### src/rtl/sn74169_seq.sv
// sn74169_seq
//   Sequencer for one 4-bit sn74169 synchronous up/down counter.
//   A command preloads a start value, lets the counter run in the chosen
//   direction through a programmed number of terminal-count wraps, and then
//   halts it exactly on a programmed stop value.
//
//   state | meaning
//   ------+-----------------------------------------------------------
//   IDLE  | waiting for i_start; config captured on the strobe
//   LOAD  | LOADB low for one cycle, counter takes o_a on this edge
//   RUN   | counter enabled until the stop compare is armed and matches
//   FIN   | one-cycle o_done pulse, then back to IDLE
//
// Ports
//   i_clk, i_rst       clock shared with the counter, async active-high reset
//   i_start            command strobe (honoured only in IDLE)
//   i_cfg_start/stop   preload value / final halt value
//   i_cfg_dir          1 = count up, 0 = count down
//   i_cfg_reps         RCOB wraps required before the stop compare is armed
//   i_hold, i_abort    pause counting / cancel the command
//   i_q, i_rcob        counter outputs (RCOB active low)
//   o_a, o_loadb       preload data and active-low load to the counter
//   o_enpb, o_entb     active-low count enables (combinational)
//   o_u_db             up/down select to the counter
//   o_busy, o_done     busy in LOAD/RUN, one-cycle completion pulse
//   o_pass_cnt         wraps seen in the current command
module sn74169_seq #(
  parameter int WIDTH = 4,
  parameter int REP_W = 4
) (
  input  logic             i_clk,
  input  logic             i_rst,
  input  logic             i_start,
  input  logic [WIDTH-1:0] i_cfg_start,
  input  logic [WIDTH-1:0] i_cfg_stop,
  input  logic             i_cfg_dir,
  input  logic [REP_W-1:0] i_cfg_reps,
  input  logic             i_hold,
  input  logic             i_abort,
  input  logic [WIDTH-1:0] i_q,
  input  logic             i_rcob,
  output logic [WIDTH-1:0] o_a,
  output logic             o_loadb,
  output logic             o_enpb,
  output logic             o_entb,
  output logic             o_u_db,
  output logic             o_busy,
  output logic             o_done,
  output logic [REP_W-1:0] o_pass_cnt
);

  typedef enum logic [1:0] {
    S_IDLE = 2'd0,
    S_LOAD = 2'd1,
    S_RUN  = 2'd2,
    S_FIN  = 2'd3
  } state_t;

  state_t           r_state;
  state_t           w_state_nxt;
  logic [WIDTH-1:0] r_stop;
  logic [REP_W-1:0] r_reps;

  logic             w_capture;
  logic             w_stop_hit;
  logic             w_run_en;
  logic             w_wrap;
  logic [WIDTH-1:0] w_a_nxt;
  logic [WIDTH-1:0] w_stop_nxt;
  logic [REP_W-1:0] w_reps_nxt;
  logic [REP_W-1:0] w_pass_nxt;
  logic             w_u_db_nxt;
  logic             w_loadb_nxt;
  logic             w_busy_nxt;
  logic             w_done_nxt;

  // The start value and direction live directly in o_a / o_u_db: both must
  // hold their last command value after FIN anyway.
  assign w_capture  = (r_state == S_IDLE) && i_start && !i_abort;

  // Stop compare is only armed once the required number of wraps is seen,
  // so start == stop with reps > 0 still runs full laps first.
  assign w_stop_hit = (o_pass_cnt == r_reps) && (i_q == r_stop);

  // Abort gates the enables in its own cycle so the counter freezes on the
  // value it shows when ABORT is raised.
  assign w_run_en   = (r_state == S_RUN) && !i_hold && !i_abort && !w_stop_hit;
  assign w_wrap     = w_run_en && !i_rcob;

  // State register plus the registered outputs.
  always_ff @(posedge i_clk or posedge i_rst) begin
    if (i_rst) begin
      r_state    <= S_IDLE;
      r_stop     <= '0;
      r_reps     <= '0;
      o_a        <= '0;
      o_u_db     <= 1'b1;
      o_loadb    <= 1'b1;
      o_busy     <= 1'b0;
      o_done     <= 1'b0;
      o_pass_cnt <= '0;
    end else begin
      r_state    <= w_state_nxt;
      r_stop     <= w_stop_nxt;
      r_reps     <= w_reps_nxt;
      o_a        <= w_a_nxt;
      o_u_db     <= w_u_db_nxt;
      o_loadb    <= w_loadb_nxt;
      o_busy     <= w_busy_nxt;
      o_done     <= w_done_nxt;
      o_pass_cnt <= w_pass_nxt;
    end
  end

  // Next-state logic; abort wins over everything else.
  always_comb begin
    w_state_nxt = r_state;
    if (i_abort) begin
      w_state_nxt = S_IDLE;
    end else begin
      case (r_state)
        S_IDLE:  if (i_start) w_state_nxt = S_LOAD;
        S_LOAD:  w_state_nxt = S_RUN;
        S_RUN:   if (w_stop_hit) w_state_nxt = S_FIN;
        S_FIN:   w_state_nxt = S_IDLE;
        default: w_state_nxt = S_IDLE;
      endcase
    end
  end

  // Output logic: live enables, plus next values of the registered outputs
  // derived from the next state so they line up with the state they describe.
  always_comb begin
    o_enpb      = ~w_run_en;
    o_entb      = ~w_run_en;
    w_loadb_nxt = (w_state_nxt != S_LOAD);
    w_busy_nxt  = (w_state_nxt == S_LOAD) || (w_state_nxt == S_RUN);
    w_done_nxt  = (w_state_nxt == S_FIN);

    w_a_nxt     = o_a;
    w_u_db_nxt  = o_u_db;
    w_stop_nxt  = r_stop;
    w_reps_nxt  = r_reps;
    w_pass_nxt  = o_pass_cnt;

    if (w_capture) begin
      w_a_nxt    = i_cfg_start;
      w_u_db_nxt = i_cfg_dir;
      w_stop_nxt = i_cfg_stop;
      w_reps_nxt = i_cfg_reps;
      w_pass_nxt = '0;
    end else if (w_wrap && (o_pass_cnt != '1)) begin
      w_pass_nxt = o_pass_cnt + 1'b1;
    end
  end

endmodule

### config.mk
export PLATFORM = sky130hd
export DESIGN_NAME = sn74169_seq
export DESIGN_NICKNAME = d
export VERILOG_FILES = /design/src/rtl/sn74169_seq.sv
export SDC_FILE = /design/constraint.sdc
export NUM_CORES = 1
export LEC_CHECK = 0
export ABC_AREA = 1
export BUFFER_PORTS_ARGS = -buffer_cell sky130_fd_sc_hd__buf_4
export CAP_MARGIN = 15
export CELL_PAD_IN_SITES_DETAIL_PLACEMENT = 0
export CELL_PAD_IN_SITES_GLOBAL_PLACEMENT = 1
export CORE_UTILIZATION = 36
export DETAILED_ROUTE_END_ITERATION = 8
export GPL_TIMING_DRIVEN = 0
export PLACE_DENSITY = 0.76
export SYNTH_ARGS = -nofsm -noshare
export SYNTH_HDL_FRONTEND = slang
export SYNTH_SLANG_ARGS = --single-unit
### constraint.sdc
create_clock -name i_clk -period 2.2 [get_ports i_clk]
set_clock_uncertainty 0.1 [all_clocks]
set_input_delay 0.22 -clock i_clk [delete_from_list [all_inputs] [get_ports i_clk]]
set_output_delay 0.22 -clock i_clk [all_outputs]
set_load 0.05 [all_outputs]
==> out/qor.txt, run 1 <==
Status: complete, but fails checks
Failing checks: negative hold slack
DP Area: 0.00149 mm²
First-pass GRT wire length: 3820 µm
Most used cell, CP: nand2_1
GP Congestion: 0.695
WP buf/inv: 3
Final #Nets: 206
Top cell type's share of synthesized area: 43.1%
Clk Latency, worst-skew pair: 290 ps
Vias per inst: 4.34
Initial antenna violation count: 0
TritonCTS clock tree: yes
Core region area: 0.00305 mm²
DR WL/cell: 9.67 µm
DIE HEIGHT: 58.8 µm
Cell variety after synth: 22
Top delay family on crit path: simple AND/OR/NAND/NOR gates
Dominant cell type by area after synthesis: dfrtp_1
Hold WS: -27.7 ps
Largest stage delay, worst path: 450 ps
Final setup viols: 0
Main synth FF type: dfrtp_1
Port buffer count: 36
Rows: 20
RSZ-0062 raised after global routing: false
Via count: 955
Final hold violations: 20
Starting Density: 38.0%
Hold/Removal Path Class: in -> async
Yosys warning count: 0
H-tree levels: 1
Crit-path cells: inv_1, nand2_1, nand2_1, nand2_1, nor2_2, nand2_4, nand2_4, buf_4, buf_4
Final core occ: 49.8%
Residual DRC count: 0
CP Launch Type: flip-flop
IO Count: 37
Max_cap viols: 0
EDFF count, synth: 0
Count leader, synth: nand2_1
Worst path required time: 1880 ps
Final ANT Viol Nets: 0
Worst path slowest cell: dfrtp_1
Setup TNS: 0 ps
Area grow syn2layout: 30.8%
GR Util All Layers: 14.6%
Total CTS buffers: 3
Final HPWL DP: 1700 µm
Post-route cell area: 0.00152 mm²
Die span in x: 58.8 µm
Mapped Nets: 164
PD cells: 819 mW/mm²
Max VDD drop: 501 µV
Largest cells by area after synthesis: dfrtp_1 43%, nand2_1 18%, ha_1 5.4%, inv_1 5.2%, dfstp_2 4.5%
Synth cell count leaders: 55 x nand2_1, 20 x dfrtp_1, 16 x inv_1
Starting DRT DRC Count: 20
Tcrit/Tclk final: 89.7%
GRT overflow: 0
Largest net degree at the start of global routing: 23
Number of iterations in the first detailed-routing pass: 4
Worst-path maximum fanout: 6
Critical Path End Type: primary output
Reg clk slew, reported paths: 110 ps
Fin crit period: 1970 ps
Post-synthesis sequential area ratio: 47.6%
Final Power: 1.24 mW
Post-CTS Resized: 0
Final Max Slew Viols: 0
Total leakage power: 0.867 nW
Routed WL: 2130 µm
Crit path DAT: 1650 ps
Clock sink count: 22
Crit Path Class: reg -> out
Layout cells sized above 1: 32.4%
Measured slew at the worst slew-check pin: 805 ps
Mapped Avg Cell Area: 8.54 µm²
# diodes: 0
Fmax: 507 MHz
Slew HR: 46.3%
#FFs+latches synth: 22
Post-Synthesis Cell Area: 0.00116 mm²
Synth Instances: 136
Max Buffers Root-to-Sink: 2
CTS root buf: clkbuf_4
Die area: 0.00346 mm²
Vias in the first global route: 896
Asr flop ratio synth: 100%
per-stage QoR:
stage / std cells / worst slack, ps
after floorplan: 136 / 291
after global placement: 216 / 401
after detailed placement: 216 / 352
after CTS: 220 / 187
after global routing: 220 / 68.6
final: 220 / 227
report_power, final:
part	internal, mW	switching (mW)	total (mW)
Combinational	0.179	0.333	0.513
Clock	0.0637	0.108	0.172
Sequential	0.503	0.0563	0.560
area by class of cell:
class	count	area [µm²]
Fill cell	315	1530
Sequential cell	22	553
Multi-Input combinational cell	92	517
Timing Repair Buffer	37	280
Inverter	19	71.3
Tap cell	44	55.1
Clock buffer	3	22.5
Buffer	3	20.0
registers in the layout, summed over array words and instances (netlist names):
signal and flops:
o_a 4, o_loadb 1, r_state 2, r_reps 4
o_u_db 1, r_stop 4, o_pass_cnt 4, o_done 1
o_busy 1
routing by layer:
metal / share of wire [%] / track usage (%) / vias to the layer above
li1: - / - / 496
met1: 45 / 18.9 / 432
met2: 48 / 23.5 / 25
met3: 6.1 / 3.08 / 2
met4: 0.70 / 6.12 / 0
met5: 0 / 0 / -
cell usage in the layout, fill, tap and decap left out:
| cell type | synthesis | layout |
|---|---|---|
| xnor2_1 | 4 | 4 |
| dlygate4sd3_1 | 0 | 1 |
| inv_2 | 3 | 3 |
| o21ai_1 | 5 | 5 |
| nor2_2 | 2 | 2 |
| nand3_4 | 1 | 1 |
| xor2_1 | 1 | 1 |
| nand2_1 | 55 | 55 |
| clkbuf_4 | 1 | 4 |
| nor2_8 | 2 | 2 |
| buf_4 | 1 | 37 |
| dfrtp_1 | 20 | 20 |
| dfstp_2 | 2 | 2 |
| nand3_1 | 10 | 10 |
| ha_1 | 5 | 5 |
| nand3b_2 | 1 | 1 |
| buf_2 | 1 | 1 |
| inv_1 | 16 | 16 |
| a31o_2 | 1 | 1 |
| o21ai_0 | 1 | 1 |
| nand2_4 | 2 | 2 |
| nand2_2 | 1 | 1 |
| a21oi_1 | 1 | 1 |
path summary, 6_finish.rpt:
check                           endpoint  cells past startpoint     startpoint  slack [ps]
min in group i_clk                o_u_db                      3      i_cfg_dir          10
max in group asynchronous         o_a[2]                      2          i_rst        1530
worst max register to register    o_busy                     11  o_pass_cnt[0]         360
worst min register to register    o_u_db                      2         o_u_db         380
worst max-delay path              o_entb                      9  o_pass_cnt[0]         230
worst min-delay path              o_a[1]                      2          i_rst         -30
timing repair:
item                                   in CTS  in global routing
hold buffers                                1                  0
endpoints found under the hold margin       1                  0
setup buffers                               0                  0
logic make-up (layout without fill, tap and decap cells):
| logic type | Yosys count | after routing | synth area share (%) |
|---|---|---|---|
| flops | 22 | 22 | 47.6 |
| buf+inv | 22 | 62 | 7.87 |
| simple gates | 74 | 74 | 31.6 |
| fa+ha+maj | 5 | 5 | 5.39 |
| compound gates | 8 | 8 | 3.77 |
| xor+xnor | 5 | 5 | 3.77 |
(Power assumes the default switching activity.)
==> inputs of run 2 (changes only) <==
==> constraint.sdc (replaced) <==
create_clock -name i_clk -period 2.2 [get_ports i_clk]
set_clock_uncertainty 0.1 [all_clocks]
set_input_delay 0 -clock i_clk [delete_from_list [all_inputs] [get_ports i_clk]]
set_output_delay 0 -clock i_clk [all_outputs]
set_load 0.05 [all_outputs]
==> run 2 against run 1 <==
Cell count increased by 6.8%. Die area unchanged. Critical path depth is 2 higher. Hold slack gained 39 ps. Critical path type is now reg -> reg. Combinational power grew 4.7%. Via count up 6.5%. The flow now finishes without violations. Highest routed layer unchanged. Global-route usage grew 1.7 points. First-iteration DRC count shrank 20%.
==> out/qor.txt, run 2 (synthesized netlist as in run 1, its figures left out) <==
Depth of the worst hold-timing path: 5
Rows: 20 (unchanged)
Most frequent cells in the layout: 55 x nand2_1, 37 x buf_4, 20 x dfrtp_1 (unchanged)
Power share of the clock group: 13.6% (was 13.8%)
TritonCTS clock tree: yes (unchanged)
Max Buffers Root-to-Sink: 2 (unchanged)
Tcrit/Tclk final: 83.6% (was 89.7%)
Final Power: 1.27 mW (was 1.24 mW)
GP Congestion: 0.695 (unchanged)
Setup Slack @ Placement: 352 ps (unchanged)
Largest stage delay, worst path: 450 ps (about the same)
Switching Fraction: 39.9% (was 40.0%)
Final #Nets: 221 (was 206)
Final setup margin: 361 ps (was 227 ps)
Reg-to-Reg Start: o_pass_cnt[0] (unchanged)
Most used cell, CP: nand2_1 (unchanged)
Vias per inst: 4.33 (was 4.34)
RR Endpoint: o_busy (unchanged)
Switch Pwr: 0.508 mW (was 0.498 mW)
Crit-path cells: inv_1, nand2_1, nand2_1, nand2_1, nor2_2, nand3_1, nand2_1, nand2_1, a21oi_1, ha_1, inv_1 (was inv_1, nand2_1, nand2_1, nand2_1, nor2_2, nand2_4, nand2_4, buf_4, buf_4)
Most common cell after layout, fill and taps aside: nand2_1 (unchanged)
Post-route cell area: 0.00167 mm² (was 0.00152 mm²)
Routed WL: 2350 µm (was 2130 µm)
Status: completed (was complete, but fails checks)
Hold_sp: i_rcob
Vias in the first global route: 989 (was 896)
Comb power frac: 42.2% (was 41.2%)
Final HPWL DP: 1700 µm (unchanged)
Die span in x: 58.8 µm (unchanged)
Clock sink count: 22 (unchanged)
GRT overflow: 0 (unchanged)
Reg clk slew, reported paths: 110 ps (about the same)
Largest net degree at the start of global routing: 23 (unchanged)
Measured slew at the worst slew-check pin: 835 ps (was 805 ps)
Clk Latency, worst-skew pair: 290 ps (about the same)
Cell Count, Final, Fillers Out: 235 (was 220)
R2r worst-path depth: 11 (unchanged)
DIE HEIGHT: 58.8 µm (unchanged)
Layout cells sized above 1: 29.8% (was 32.4%)
Max_cap viols: 0 (unchanged)
Critical Path End Type: flip-flop (was primary output)
Sequential power share: 44.2% (was 45.0%)
Final setup viols: 0 (unchanged)
Die area: 0.00346 mm² (unchanged)
Worst Hold Path EP: o_pass_cnt[1]
WP buf/inv: 2 (was 3)
Fin crit period: 1840 ps (was 1970 ps)
Final Max Slew Viols: 0 (unchanged)
Port buffer count: 36 (unchanged)
Setup TNS: 0 ps (unchanged)
Placed cells: 216 (unchanged)
P_int: 0.764 mW (was 0.746 mW)
Max VDD drop: 506 µV (was 501 µV)
DR WL/cell: 9.99 µm (was 9.67 µm)
Starting Density: 38.0% (unchanged)
Final core occ: 54.7% (was 49.8%)
Fmax: 544 MHz (was 507 MHz)
Post-CTS Resized: 0 (unchanged)
Number of iterations in the first detailed-routing pass: 4 (unchanged)
Residual DRC count: 0 (unchanged)
CP Launch Type: flip-flop (unchanged)
Final hold violations: 0 (was 20)
IO Count: 37 (unchanged)
R2R setup slack: 360 ps (about the same)
GR Util All Layers: 16.3% (was 14.6%)
Hold/Removal Path Class: in -> reg (was in -> async)
Total leakage power: 0.930 nW (was 0.867 nW)
Slew HR: 44.2% (was 46.3%)
# diodes: 0 (unchanged)
Top delay family on crit path: simple AND/OR/NAND/NOR gates (unchanged)
Worst path slowest cell: dfrtp_1 (unchanged)
Final ANT Viol Nets: 0 (unchanged)
Core region area: 0.00305 mm² (unchanged)
DP Area: 0.00149 mm² (unchanged)
# fillers: 297 (was 315)
Crit Path Class: reg -> reg (was reg -> out)
Total CTS buffers: 3 (unchanged)
Starting DRT DRC Count: 16 (was 20)
Worst path required time: 2340 ps (was 1880 ps)
PD cells: 762 mW/mm² (was 819 mW/mm²)
Via count: 1017 (was 955)
Worst-path maximum fanout: 6 (unchanged)
First-pass GRT wire length: 4240 µm (was 3820 µm)
H-tree levels: 1 (unchanged)
Hold WS: 10.9 ps (was -27.7 ps)
Crit path DAT: 1980 ps (was 1650 ps)
Area grow syn2layout: 43.7% (was 30.8%)
Initial antenna violation count: 0 (unchanged)
RSZ-0062 raised after global routing: false (unchanged)
CTS root buf: clkbuf_4 (unchanged)
==> run 2: cell count changes in the layout (fill, tap and decap cells not counted), sizes merged <==
cell         change
dlygate4sd3     +15
==> run 2: worst min-delay path, cell delays in order <==
cell	delay, ps
buf_4	80
a31o_2	150
nor2_8	60
nand3_1	50
nand2_1	40
==> run 2: timing repair <==
action,in CTS,in global routing
hold buffers,16,0
setup buffers,0,0
setup endpoints to repair,0,0
hold endpoints to repair,42,0
==> run 2: routing by layer <==
layer | global-route usage, % | wire length (µm)
met1 | 20.8 | 1030
met2 | 27.8 | 1190
met3 | 2.64 | 106
met4 | 6.12 | 15
met5 | 0 | 0
==> run 2: how the worst max path moves through the flow <==
stage,slack (ps),from,endpoint,cells after the start
after floorplan,290,o_pass_cnt[2],o_busy,9
final,360,o_pass_cnt[0],o_busy,11
after detailed placement,350,o_pass_cnt[0],o_busy,11
after global placement,400,o_pass_cnt[0],o_busy,11
after CTS,330,o_pass_cnt[0],o_busy,11
after global routing,190,o_pass_cnt[0],o_busy,11
==> run 2: power by group through the flow <==
stage          Combinational (mW)  Sequential, mW  Clock [mW]
2_1_floorplan               0.223           0.708           0
3_3_place_gp                0.510           0.561           0
3_5_place_dp                0.520           0.568           0
4_1_cts                     0.543           0.561       0.187
5_1_grt                     0.597           0.573       0.200
6_report                    0.537           0.562       0.173
==> run 2: area by class of cell <==
cell class,instances,area (µm²),share of cell area [%]
flip-flops and latches,22,553,33.1
multi-input cells,92,517,31.0
repair buffers,52,430,25.8
inverters,19,71.3,4.27
well taps,44,55.1,3.30
clock buffers,3,22.5,1.35
plain buffers,3,20.0,1.20
==> inputs of run 3 (changes only) <==
clock period = 1.9 ns   (was 2.2 ns; I/O delays follow)
==> run 3 against run 2 <==
Power increased by 29%. Cell count up 0.43%. Clock-buffer cell count stayed put. Sequential cell count is the same. Wire length is 5.1% higher. Sequential power is 15% higher. Global-route usage increased by 0.14 points. Final area is 2.9% higher. Critical path depth is 4 lower. Die area did not move. Clock power rose by 110%.
==> out/qor.txt, run 3 (synthesized netlist as in run 1, its figures left out) <==
Status: completed (unchanged)
First-pass GRT wire length: 4260 µm (was 4240 µm)
Most common cell after layout, fill and taps aside: nand2_1 (unchanged)
Final Power: 1.65 mW (was 1.27 mW)
R2r worst-path depth: 11 (unchanged)
H-tree levels: 1 (unchanged)
Slew HR: 46.1% (was 44.2%)
IO Count: 37 (unchanged)
Total leakage power: 0.942 nW (was 0.930 nW)
Sequential power share: 39.5% (was 44.2%)
Crit path DAT: 1650 ps (was 1980 ps)
Top delay family on crit path: buffers and inverters (was simple AND/OR/NAND/NOR gates)
CP Launch Type: flip-flop (unchanged)
Die area: 0.00346 mm² (unchanged)
Starting DRT DRC Count: 19 (was 16)
Setup Slack @ Placement: 11.3 ps (was 352 ps)
Tcrit/Tclk final: 91.9%
GRT overflow: 0 (unchanged)
Placed cells: 216 (unchanged)
Multi-input logic area: 533 µm² (was 517 µm²)
Max Buffers Root-to-Sink: 2 (unchanged)
Worst path slowest cell: dfrtp_1 (unchanged)
# diodes: 0 (unchanged)
Vias in the first global route: 1007 (was 989)
Worst-path maximum fanout: 3 (was 6)
Metal-1 WL: 1050 µm (was 1030 µm)
Critical Path End Type: primary output (was flip-flop)
Largest net degree at the start of global routing: 23 (unchanged)
Largest stage delay, worst path: 400 ps (was 450 ps)
Final hold violations: 0 (unchanged)
Reg clk slew, reported paths: 110 ps (about the same)
PD cells: 958 mW/mm² (was 762 mW/mm²)
Worst path required time: 1800 ps (was 2340 ps)
Power share of the clock group: 21.7% (was 13.6%)
Area grow syn2layout: 48.0% (was 43.7%)
P_int: 1.03 mW (was 0.764 mW)
Via count: 1034 (was 1017)
Max_cap viols: 0 (unchanged)
Final #Nets: 221 (unchanged)
Final Max Slew Viols: 0 (unchanged)
Comb power frac: 38.8% (was 42.2%)
Core region area: 0.00305 mm² (unchanged)
Most used cell, CP: buf_4 (was nand2_1)
TritonCTS clock tree: yes (unchanged)
Hold/Removal Path Class: in -> reg (unchanged)
Residual DRC count: 0 (unchanged)
Rows: 20 (unchanged)
CTS root buf: clkbuf_4 (unchanged)
Clock sink count: 22 (unchanged)
Register Area: 556 µm² (was 553 µm²)
Final setup margin: 153 ps (was 361 ps)
Final setup viols: 0 (unchanged)
Cell Count, Final, Fillers Out: 236 (was 235)
# fillers: 308 (was 297)
Starting Density: 38.0% (unchanged)
Most frequent cells in the layout: 55 x nand2_1, 37 x buf_4, 18 x dfrtp_1 (was 55 x nand2_1, 37 x buf_4, 20 x dfrtp_1)
Crit Path Class: reg -> out (was reg -> reg)
Final ANT Viol Nets: 0 (unchanged)
Met2 WL post-DR: 1250 µm (was 1190 µm)
Initial antenna violation count: 0 (unchanged)
Depth of the worst hold-timing path: 6 (was 5)
Critical path depth: 7 (was 11)
WP buf/inv: 3 (was 2)
GP Congestion: 0.698 (was 0.695)
Switching Fraction: 37.4% (was 39.9%)
Wire length on met3: 139 µm (was 106 µm)
Max VDD drop: 615 µV (was 506 µV)
Switch Pwr: 0.616 mW (was 0.508 mW)
DIE HEIGHT: 58.8 µm (unchanged)
Layout cells sized above 1: 31.8% (was 29.8%)
Fmax: 573 MHz
Measured slew at the worst slew-check pin: 807 ps (was 835 ps)
Clk Latency, worst-skew pair: 310 ps (was 290 ps)
Final HPWL DP: 1750 µm (was 1700 µm)
Crit-path cells: inv_1, ha_1, nand2_1, nor2_8, nand2_4, buf_4, buf_4 (was inv_1, nand2_1, nand2_1, nand2_1, nor2_2, nand3_1, nand2_1, nand2_1, a21oi_1, ha_1, inv_1)
Total CTS buffers: 3 (unchanged)
Max Used Layer: met4 (unchanged)
Die span in x: 58.8 µm (unchanged)
GR Util All Layers: 16.4% (was 16.3%)
Routed WL: 2470 µm (was 2350 µm)
Vias per inst: 4.38 (was 4.33)
DR WL/cell: 10.5 µm (was 9.99 µm)
Port buffer count: 36 (unchanged)
Fin crit period: 1750 ps
Number of iterations in the first detailed-routing pass: 4 (unchanged)
[run 3: cell count changes in the layout (fill, tap and decap cells not counted)]
cell / previous run / this run
dfrtp_1: 20 / 18
dfrtp_2: 0 / 2
a21oi_1: 1 / 0
a21oi_4: 0 / 1
bufinv_16: 0 / 1
nor2_2: 2 / 1
nor2_4: 0 / 1
[run 3: metal layers]
| metal | GRT usage (%) | vias up |
|---|---|---|
| met1 | 19.7 | 474 |
| met5 | 0 | - |
| met3 | 4.18 | 2 |
| met4 | 5.10 | 0 |
| li1 | - | 524 |
| met2 | 28.9 | 34 |
[run 3: worst reg2reg max path: cells and delay by family, from the launching register on]
| family | cells | cell delay (ps) |
|---|---|---|
| buf+inv | 2 | 140 |
| flops | 1 | 460 |
| simple gates | 7 | 550 |
| compound gates | 1 | 170 |
| fa+ha+maj | 1 | 250 |
[run 3: final timing paths]
| kind | endpoint | slack, ps | from |
|---|---|---|---|
| min in group asynchronous | o_a[3] | 290 | i_rst |
| worst max register to register | o_busy | 180 | o_pass_cnt[0] |
| worst min register to register | o_u_db | 380 | o_u_db |
| worst min-delay path | o_pass_cnt[1] | 9 | i_hold |
| worst max-delay path | o_entb | 150 | r_state[0] |
| max in group asynchronous | o_pass_cnt[2] | 850 | i_rst |
[run 3: layout make-up]
class | count | area share (%)
plain buffers | 3 | 1.17
clock buffers | 3 | 1.31
clock inverters | 1 | 1.75
inverters | 19 | 4.15
multi-input cells | 92 | 31.0
flip-flops and latches | 22 | 32.3
well taps | 44 | 3.20
repair buffers | 52 | 25.1
[run 3: power groups by stage]
| stage | Sequential [mW] | Combinational, mW | Clock [mW] |
|---|---|---|---|
| after floorplan | 0.820 | 0.258 | 0 |
| after global placement | 0.650 | 0.591 | 0 |
| after detailed placement | 0.660 | 0.602 | 0 |
| after CTS | 0.651 | 0.633 | 0.367 |
| after global routing | 0.665 | 0.712 | 0.384 |
| final | 0.649 | 0.639 | 0.357 |
[run 3: through the flow]
stage / setup TNS, ps / util (%) / cell area, µm² / hold slack (ps)
2_1_floorplan: 0 / - / 1160 / -112
3_5_place_dp: 0 / 48.7 / 1490 / 100
4_1_cts: 0 / 55.8 / 1700 / 1.58
3_3_place_gp: 0 / 48.7 / 1490 / 93.8
5_1_grt: -1.02 / 56.3 / 1720 / 5.30
6_report: 0 / 56.3 / 1720 / 9.36
[run 3: what timing repair did]
item                                    4_1_cts  5_1_grt
hold buffers                                 16        0
endpoints found under the hold margin        42        0
cloned                                        0        0
gates resized for setup                       1        3
endpoints found under the setup margin        1        2
buffers inserted                              0        0
